--- config.mk ---
export PLATFORM = sky130hd
export DESIGN_NAME = id_ex_pipe_reg
export DESIGN_NICKNAME = d
export VERILOG_FILES = /design/src/rtl/id_ex_pipe_reg.sv
export SDC_FILE = /design/constraint.sdc
export NUM_CORES = 1
export LEC_CHECK = 0
export ABC_CLOCK_PERIOD_IN_PS = 2500
export CAP_MARGIN = 10
export CELL_PAD_IN_SITES_DETAIL_PLACEMENT = 1
export CELL_PAD_IN_SITES_GLOBAL_PLACEMENT = 1
export CORE_AREA = 2 2 135 137
export DETAILED_ROUTE_END_ITERATION = 7
export DIE_AREA = 0 0 137 139
export DONT_BUFFER_PORTS = 1
export MAX_ROUTING_LAYER = met4
export PLACE_DENSITY = 0.71
export SKIP_CTS_REPAIR_TIMING = 1
export SLEW_MARGIN = 10
export SYNTH_ARGS = -nofsm -noshare
export SYNTH_HDL_FRONTEND = slang
export SYNTH_SLANG_ARGS = --single-unit
--- constraint.sdc ---
create_clock -name clk_i -period 2.5 [get_ports clk_i]
set_input_delay 0.5 -clock clk_i [delete_from_list [all_inputs] [get_ports clk_i]]
set_output_delay 0.5 -clock clk_i [all_outputs]
set_load 0.005 [all_outputs]
--- src/rtl/id_ex_pipe_reg.sv ---
`default_nettype none
// ============================================================================
// Module   : id_ex_pipe_reg
// Purpose  : ID/EX pipeline register with stall, flush, valid tracking,
//            a saturating bubble counter and load-use hazard detection
//            against the instruction currently in ID.
// Revision : 1.0 - initial release
// ============================================================================
module id_ex_pipe_reg #(
  parameter int XLEN  = 32,
  parameter int RA_W  = 5,
  parameter int CNT_W = 16
) (
  input  logic              clk_i,
  input  logic              rst_i,
  input  logic              stall_i,
  input  logic              flush_i,
  input  logic              valid_i,
  input  logic              RegWrite_i,
  input  logic              MemtoReg_i,
  input  logic              MemRead_i,
  input  logic              MemWrite_i,
  input  logic              ALUSrc_i,
  input  logic              Branch_i,
  input  logic [1:0]        ALUOp_i,
  input  logic [9:0]        funct_i,
  input  logic [XLEN-1:0]   pc_i,
  input  logic [XLEN-1:0]   RS1data_i,
  input  logic [XLEN-1:0]   RS2data_i,
  input  logic [XLEN-1:0]   imm_i,
  input  logic [RA_W-1:0]   RS1addr_i,
  input  logic [RA_W-1:0]   RS2addr_i,
  input  logic [RA_W-1:0]   RDaddr_i,
  output logic              RegWrite_o,
  output logic              MemtoReg_o,
  output logic              MemRead_o,
  output logic              MemWrite_o,
  output logic              ALUSrc_o,
  output logic              Branch_o,
  output logic [1:0]        ALUOp_o,
  output logic [9:0]        funct_o,
  output logic [XLEN-1:0]   pc_o,
  output logic [XLEN-1:0]   RS1data_o,
  output logic [XLEN-1:0]   RS2data_o,
  output logic [XLEN-1:0]   imm_o,
  output logic [RA_W-1:0]   RS1addr_o,
  output logic [RA_W-1:0]   RS2addr_o,
  output logic [RA_W-1:0]   RDaddr_o,
  output logic              valid_o,
  output logic              hazard_o,
  output logic [CNT_W-1:0]  bubble_cnt_o
);

  localparam logic [CNT_W-1:0] c_CNT_MAX = {CNT_W{1'b1}};

  // Stage registers
  logic              r_valid;
  logic              r_regwrite, r_memtoreg, r_memread, r_memwrite, r_alusrc, r_branch;
  logic [1:0]        r_aluop;
  logic [9:0]        r_funct;
  logic [XLEN-1:0]   r_pc, r_rs1data, r_rs2data, r_imm;
  logic [RA_W-1:0]   r_rs1addr, r_rs2addr, r_rdaddr;
  logic [CNT_W-1:0]  r_bubble_cnt;

  // A bubble enters EX on a flush, or on a normal load of a non-instruction.
  logic w_bubble;
  logic w_load;
  assign w_load   = !flush_i && !stall_i;
  assign w_bubble = flush_i || (w_load && !valid_i);

  // Stage contents: reset > flush > stall > load; control squashed when ID is empty
  always_ff @(posedge clk_i) begin
    if (rst_i || flush_i) begin
      r_valid    <= 1'b0;
      r_regwrite <= 1'b0;
      r_memtoreg <= 1'b0;
      r_memread  <= 1'b0;
      r_memwrite <= 1'b0;
      r_alusrc   <= 1'b0;
      r_branch   <= 1'b0;
      r_aluop    <= 2'b00;
      r_funct    <= '0;
      r_pc       <= '0;
      r_rs1data  <= '0;
      r_rs2data  <= '0;
      r_imm      <= '0;
      r_rs1addr  <= '0;
      r_rs2addr  <= '0;
      r_rdaddr   <= '0;
    end else if (!stall_i) begin
      r_valid    <= valid_i;
      r_regwrite <= valid_i & RegWrite_i;
      r_memtoreg <= valid_i & MemtoReg_i;
      r_memread  <= valid_i & MemRead_i;
      r_memwrite <= valid_i & MemWrite_i;
      r_alusrc   <= valid_i & ALUSrc_i;
      r_branch   <= valid_i & Branch_i;
      r_aluop    <= valid_i ? ALUOp_i : 2'b00;
      r_funct    <= funct_i;
      r_pc       <= pc_i;
      r_rs1data  <= RS1data_i;
      r_rs2data  <= RS2data_i;
      r_imm      <= imm_i;
      r_rs1addr  <= RS1addr_i;
      r_rs2addr  <= RS2addr_i;
      r_rdaddr   <= RDaddr_i;
    end
  end

  // Bubble counter: counts inserted bubbles, sticks at all-ones
  always_ff @(posedge clk_i) begin
    if (rst_i) begin
      r_bubble_cnt <= '0;
    end else if (w_bubble && (r_bubble_cnt != c_CNT_MAX)) begin
      r_bubble_cnt <= r_bubble_cnt + {{(CNT_W-1){1'b0}}, 1'b1};
    end
  end

  // Load-use hazard: a valid load in EX whose non-x0 destination is read by ID
  logic w_rd_match;
  assign w_rd_match = (r_rdaddr == RS1addr_i) || (r_rdaddr == RS2addr_i);
  assign hazard_o   = r_valid && r_memread && (r_rdaddr != '0) && w_rd_match;

  assign valid_o      = r_valid;
  assign RegWrite_o   = r_regwrite;
  assign MemtoReg_o   = r_memtoreg;
  assign MemRead_o    = r_memread;
  assign MemWrite_o   = r_memwrite;
  assign ALUSrc_o     = r_alusrc;
  assign Branch_o     = r_branch;
  assign ALUOp_o      = r_aluop;
  assign funct_o      = r_funct;
  assign pc_o         = r_pc;
  assign RS1data_o    = r_rs1data;
  assign RS2data_o    = r_rs2data;
  assign imm_o        = r_imm;
  assign RS1addr_o    = r_rs1addr;
  assign RS2addr_o    = r_rs2addr;
  assign RDaddr_o     = r_rdaddr;
  assign bubble_cnt_o = r_bubble_cnt;

endmodule
`default_nettype wire

Yosys cells after proc, flatten, opt, wreduce, memory -nomap -nowiden:

Index checks and enable logic that the tools add are counted.

* bits in registers: 178
* input port bits: 166
* output and inout port bits: 179
* word-level logic and storage cells: 41

* add/sub/neg operators: 1
* equal/unequal tests: 3
* muxes and demuxes: 1
* bitwise gates (word level): 6
* reductions and logical operators: 13

Operators by type and width (count)
* adder 16 x 1 -> 16 bit (second input constant): 1
* != test 16 bit (second input constant): 1
* == test 5 bit: 2
* AND 1 bit: 6
* logical AND 1 bit: 6
* nonzero test 5 bit: 1
* logical NOT 1 bit: 3
* logical OR 1 bit: 3
* 2-to-1 mux 2 bit: 1

Longest topological paths before layout:

* depth in word-level cells: 5
* depth in mapped cells: 6
* mapped depth without buffers: 5

Worst setup path before layout:

No wires, ideal clock.

* path kind: input to register
* start point: input port stall_i
* end point: register r_bubble_cnt[13] (netlist: bubble_cnt_o[13])
* setup time: 0.070 ns
* data arrival time: 1.916 ns
* setup slack: 0.514 ns
* stages: 4
* buffers on the path: 0
* path through: o21ba_2 > or4_4 > or4_1 > a21oi_1

* longest elaborated chain between the ends: 5

Ends and longest elaborated chain
* start, declared: line 16 `input logic stall_i,`
* logical NOT 1 bit
* logical AND 1 bit: line 68 `assign w_load = !flush_i && !stall_i;`
* logical AND 1 bit: line 69 `assign w_bubble = flush_i || (w_load && !valid_i);`
* logical OR 1 bit: line 69
* logical AND 1 bit: line 114 `end else if (w_bubble && (r_bubble_cnt != c_CNT_MAX)) begin`
* end signal, assigned: line 115 `r_bubble_cnt <= r_bubble_cnt + {{(CNT_W-1){1'b0}}, 1'b1};`
* end, declared: line 63 `logic [CNT_W-1:0] r_bubble_cnt;`

Every way passes these cells.
A chain may end at the register's enable or synchronous reset.

Worst setup path after layout:

* start point: register r_rdaddr[0] (netlist: RDaddr_o[0])
* end point: output port hazard_o

* longest elaborated chain between the ends: 3
* elaborated cells on any way between the ends: 6
* classes of those cells: eq/ne (2); reduce/logical (4)

Ends and longest elaborated chain
* start, declared: line 62 `logic [RA_W-1:0] r_rs1addr, r_rs2addr, r_rdaddr;`
* start signal, assigned: line 106 `r_rdaddr <= RDaddr_i;`
* == test 5 bit or nonzero test 5 bit (tied branches): line 121, 122
* logical OR 1 bit or logical AND 1 bit (tied branches): line 121, 122
* logical AND 1 bit *: line 122 `assign hazard_o = r_valid && r_memread && (r_rdaddr != '0) && w_rd_match;`
* end, declared: line 50 `output logic hazard_o,`

Mark *: on every way between the ends. The rest lies on a longest branch, timed or not.

==> flow_summary_export.csv <==
group,metric,value,unit
floorplan,core-area,17660,sq um
worst_setup_path,crit_slowest_cell,"or4_1",
logic_synthesis,yosys_warnings,0,
logic_synthesis,postSynthAreaPerCell,10.32,sq um
sta,period_share,86.95,%
logic_synthesis,synth_area_leaders,"dfxtp_1 (54%), mux2i_1 (24%), nor2_1 (9.7%)",
logic_synthesis,ys_async_sr_fraction,0,%
worst_setup_path,r2r_cells,4,
clock_tree,root_buffer,"clkbuf_16",
floorplan,fp-row-count,49,
clock_tree,clkSinkCount,178,
final_layout,final_cell_area,7305,sq um
detailed_routing,post_drt_via_cell_ratio,5.307,
detailed_routing,drc,0,
worst_setup_path,crit_chain,"or4_1 -> o211ai_1 -> a21oi_1",
worst_setup_path,timing.rr.end,"bubble_cnt_o[15]$_SDFFE_PP0P_",
logic_synthesis,synth_edf_count,0,
final_layout,regArea,3563,sq um
logic_synthesis,yosysTopAreaCellShare,54.38,%
detailed_routing,wl,17.42,mm
placement,io_buffers,0,
sta,setup_viol,0,
final_layout,fillerInstances,1975,
final_layout,synthToLayoutAreaGrowth,11.48,%
global_route,grt_max_degree,165,
global_route,grtUsageTotal,18.07,%
sta,min_period,2.174,ns
detailed_routing,ant_nets,0,
worst_setup_path,crit_type,"reg -> out",
worst_setup_path,slowest_delay,0.57,ns
final_layout,utilization,41.37,%
pwr,p_leak,0.003034,uW
floorplan,die_y,139,microns
sta,skew,0.007358,ns
floorplan,start_util,37.11,%
placement,placed_area,6730,sq um
sta,hold_violations,0,
clock_tree,cts_buffers,17,
sta,slew_viol_final,0,
min_path,hold_path_end,"bubble_cnt_o[12]$_SDFFE_PP0P_",
floorplan,die_area,19040,sq um
pwr,irDropWorstVdd,445.5,uV
detailed_routing,drtPass1Iterations,4,
placement,place_inst,828,
worst_setup_path,cp.required,2.00,ns
logic_synthesis,netlist_area,6553,sq um
pwr,cellPowerDensity,806.4,nW/um^2
min_path,hold_start,"rst_i",
worst_setup_path,end_kind,"output pin",
final_layout,drive_gt1_share,7.132,%
placement,place_congestion,0.7727,
sta,relSlewSlack,44.66,%
clock_tree,clkTransAtPathRegs,0.07,ns
min_path,holdCritPathClass,"in -> reg",
floorplan,die_w,137,microns
clock_tree,clock_latency,0.43,ns
sta,timing.setup.tns,0,ns
floorplan,pin_count,345,
global_route,grt_overflow_total,0,
logic_synthesis,ys_seq_elements,178,
logic_synthesis,syn_inst,635,
sta,rsz0062_at_grt,"false",
detailed_routing,wl_per_cell,20.25,microns
logic_synthesis,syn-num-nets,802,
global_route,antenna_found_initial,0,
logic_synthesis,ys.flop_type,"dfxtp_1",
detailed_routing,vias,4564,
placement,dpl.hpwl,12.53,mm
worst_setup_path,worst_setup_path_start_kind,"flip-flop",
clock_tree,clockBufferDepth,2,
run_status,status,"completed",
worst_setup_path,path_max_fanout,5,
worst_setup_path,rr_startpoint,"bubble_cnt_o[4]$_SDFFE_PP0P_",
worst_setup_path,ff2ff_setup_slack,0.45,ns
global_route,grt_pass1_wl,25.92,mm
logic_synthesis,ys_seq_area_share,54.38,%
detailed_routing,initialDrtViolationCount,205,
global_route,grt_pass1_vias,4913,
run,max-cap-violations,0,
final_layout,multi_input_area,2823,sq um
final_layout,fin_nets,785,
final_layout,diodes,0,
clock_tree,htree_levels,4,
sta,fmax,460.1,MHz
logic_synthesis,ys_types,36,
clock_tree,tritoncts,"built",
logic_synthesis,synth_top_area_cell,"dfxtp_1",
final_layout,final_cells,860,
min_path,hold_path_depth,1,
worst_setup_path,crit_arrival,1.67,ns
sta,tightest_slew,0.8301,ns
## Yosys cell counts, types with 4 or more instances
master and n:
o21ai_0 5, xnor2_1 4, clkbuf_1 26, o31ai_1 5
a21oi_1 10, mux2i_1 155, a22oi_1 8, buf_2 6
dfxtp_1 178, xor2_1 6, or4_1 6, nor2_1 170
nor3_1 5, nand4_1 4, nor2b_1 4, buf_1 9
nand3_1 7
## critical path: cells and delay by family, from the launching register on
kind,cells,cell delay [ns]
AOI/OAI and AO/OA,2,0.29
DFF,1,0.40
and+or+nand+nor,1,0.57
## final cells by class
cell class                      count  share of cell area [%]
Timing Repair Buffer                5                  0.6852
Clock buffer                       18                   5.875
Sequential cell                   178                   48.78
Multi-Input combinational cell    414                   38.64
Tap cell                          229                   3.923
Clock inverter                     14                   1.987
Inverter                            2                  0.1028
## sequential cells by signal, summed over array words and instances (netlist names), 2 cells and up
signal and cells:
RS1data_o 32, RS2data_o 32, imm_o 32, pc_o 32, bubble_cnt_o 16, funct_o 10, RDaddr_o 5, RS1addr_o 5
RS2addr_o 5, ALUOp_o 2
## cell usage in the layout (no fill, tap or decap), types with 5 or more instances in the layout
cell type | synthesis | final
nor3_1 | 5 | 5
nor2_1 | 170 | 170
o31ai_1 | 5 | 5
a21oi_1 | 10 | 10
nand3_1 | 7 | 7
or4_1 | 6 | 6
a22oi_1 | 8 | 8
clkbuf_16 | 0 | 17
xor2_1 | 6 | 6
dfxtp_1 | 178 | 178
mux2i_1 | 155 | 155
o21ai_0 | 5 | 5
## cell families after synthesis
family	Yosys count	share of synthesized area, %
flip-flops	178	54.38
XOR/XNOR	10	1.337
buffers and inverters	43	2.578
AND/OR/NAND/NOR	209	13.67
multiplexers	158	24.19
AO/OA/AOI/OAI	36	3.647
adder cells (fa/ha/maj)	1	0.1909
## worst max path at each step
stage	endpoint	slack, ns	cells past startpoint	start
2_1_floorplan	bubble_cnt_o[13]$_SDFFE_PP0P_	0.51	4	stall_i
3_3_place_gp	bubble_cnt_o[13]$_SDFFE_PP0P_	0.46	4	stall_i
3_5_place_dp	bubble_cnt_o[13]$_SDFFE_PP0P_	0.43	4	stall_i
4_1_cts	hazard_o	0.29	3	RDaddr_o[0]$_SDFFE_PP0N_
5_1_grt	hazard_o	0.21	3	RDaddr_o[0]$_SDFFE_PP0N_
6_report	hazard_o	0.33	3	RDaddr_o[0]$_SDFFE_PP0N_
## per-stage QoR
stage / hold WS (ns) / setup WS [ns] / power (uW)
2_1_floorplan: 0.4884 / 0.5136 / 3336
3_3_place_gp: 0.5099 / 0.4617 / 3323
3_5_place_dp: 0.5196 / 0.4305 / 3349
4_1_cts: 0.1186 / 0.2908 / 5961
5_1_grt: 0.1179 / 0.2062 / 6135
6_report: 0.1394 / 0.3263 / 5891
## per-layer routing
layer / global-route usage (%) / part of all wire [%]
met1: 17.25 / 35
met2: 33.18 / 54
met3: 5.665 / 9.9
met4: 7.108 / 1.9
met5: - / 0
## power breakdown
part           total [uW]  internal, uW  switching (uW)
registers            3010          2920            83.2
clock network        2610          1410            1200
logic                 276           153             124
total                5890          4480            1410
(Power assumes the default switching activity.)
==> RTL edit, RTL diff (same flow settings) <==
`XLEN`: 32 -> 48.
--- a/src/rtl/id_ex_pipe_reg.sv
+++ b/src/rtl/id_ex_pipe_reg.sv
@@ -7,7 +7,7 @@
 // Revision : 1.0 - initial release
 // ============================================================================
 module id_ex_pipe_reg #(
-  parameter int XLEN  = 32,
+  parameter int XLEN  = 48,
   parameter int RA_W  = 5,
   parameter int CNT_W = 16
 ) (
Interface: changed (8 resized); port bits go from 345 to 473. No check against the original RTL was run, so the function may have changed too.
==> RTL edit against the unedited design <==
Routed wire length increased by 55%; power increased by 41%; count of clock-buffer cells in the layout increased by 16; worst setup slack got worse by 0.27 ns; sequential cell count increased by 64; area after synthesis increased by 34%; global-route usage increased by 9.5 points; design area increased by 34%; sequential power increased by 37%.
==> RTL edit: results (changes against the unedited design) <==
.. list-table::
   :header-rows: 1

   * - Metric
     - Value
   * - Result of the run
     - finished, final reports clean (unchanged)
   * - Number of clock buffers inserted by TritonCTS
     - 24 (was 17)
   * - Fraction of final layout cells sized beyond drive strength 1
     - 6.802% (was 7.132%)
   * - Number of global-route vias before repair
     - 6,448 (was 4,913)
   * - Worst-case hold path end point
     - bubble_cnt_o[2] (was bubble_cnt_o[12])
   * - Post-Synthesis Cells
     - 841 (was 635)
   * - Number of distinct library cell variants in the gate-level netlist after synthesis
     - 38 (was 36)
   * - Worst Reg-to-Reg Cells
     - 6 (was 4)
   * - P per Cell Area
     - 846.7 nW/µm² (was 806.4 nW/µm²)
   * - Post-placement cell count
     - 1,025 (was 828)
   * - Worst Hold Margin
     - 0.06462 ns (was 0.1394 ns)
   * - FILL cells
     - 1,906 (was 1,975)
   * - Final Net Count
     - 1,053 (was 785)
   * - Clock latency of the later-clocked register in the worst-skew pair
     - 0.50 ns (was 0.43 ns)
   * - Xor/xnor share of the synthesized area
     - 0.9983% (was 1.337%)
   * - Pin count of the biggest net entering global routing
     - 229 (was 165)
   * - Pre-CTS WS
     - 0.4273 ns (was 0.4305 ns)
   * - CTS H-tree lvls
     - 1 (was 4)
   * - Worst Max-Slew Pin Slew
     - 1.241 ns (was 0.8301 ns)
   * - Initial detailed-routing violation count
     - 257 (was 205)
   * - Longest Clk Path Bufs
     - 3 (was 2)
   * - Crit path max-delay family
     - flip-flops (was simple AND/OR/NAND/NOR gates)
   * - Overall routing resource usage
     - 27.61% (was 18.07%)
   * - Clk_skew
     - 0.004979 ns (was 0.007358 ns)
   * - Critical R2R Launch
     - bubble_cnt_o[0] (was bubble_cnt_o[4])
   * - Sequential element share of the synthesized area
     - 55.22% (was 54.38%)
   * - Worst flop-to-flop path endpoint
     - bubble_cnt_o[5] (was bubble_cnt_o[15])
   * - Post-place instance area
     - 8955 µm² (was 6730 µm²)
   * - Lkg Pwr
     - 4.198 nW (was 3.034 nW)
## RTL edit: cell types whose count changed after synthesis, sizes merged
| cell | change |
|---|---|
| buf | +6 |
| clkbuf | +8 |
| dfxtp | +64 |
| mux2i | +64 |
| nand2b | +1 |
| nor2 | +64 |
| or3 | -1 |
## RTL edit: where the power goes
group	switching [mW]	internal [mW]	total (mW)	leakage [nW]
registers	0.127	3.98	4.11	1.97
clock network	1.45	2.35	3.80	0.415
logic	0.171	0.220	0.391	1.81
total	1.74	6.55	8.30	4.20
## RTL edit: how the worst max path moves through the flow
stage	endpoint	slack, ns	cells after the start	startpoint
detailed placement	bubble_cnt_o[15]	0.43	4	stall_i
floorplan	bubble_cnt_o[15]	0.51	4	stall_i
global route	hazard_o	0.02	4	RDaddr_o[3]
CTS	hazard_o	0.11	4	RDaddr_o[2]
global placement	bubble_cnt_o[15]	0.44	4	stall_i
finish	hazard_o	0.06	4	RDaddr_o[3]
## RTL edit: area by class of cell
cell class	instances	area share (%)
sequential	242	49.48
tap	229	2.925
clock buffer	34	7.139
timing repair buffer	10	1.149
multi-input combinational	542	37.80
clock inverter	8	1.430
inverter	2	0.07663
## RTL edit: per-layer routing
| layer | vias to the layer above | global-route usage [%] | routed length (µm) |
|---|---|---|---|
| li1 | 2800 | - | - |
| met1 | 2969 | 27.38 | 9373 |
| met2 | 281 | 49.91 | 14160 |
| met3 | 52 | 8.370 | 2477 |
| met4 | 0 | 10.47 | 1032 |
| met5 | - | - | 0 |
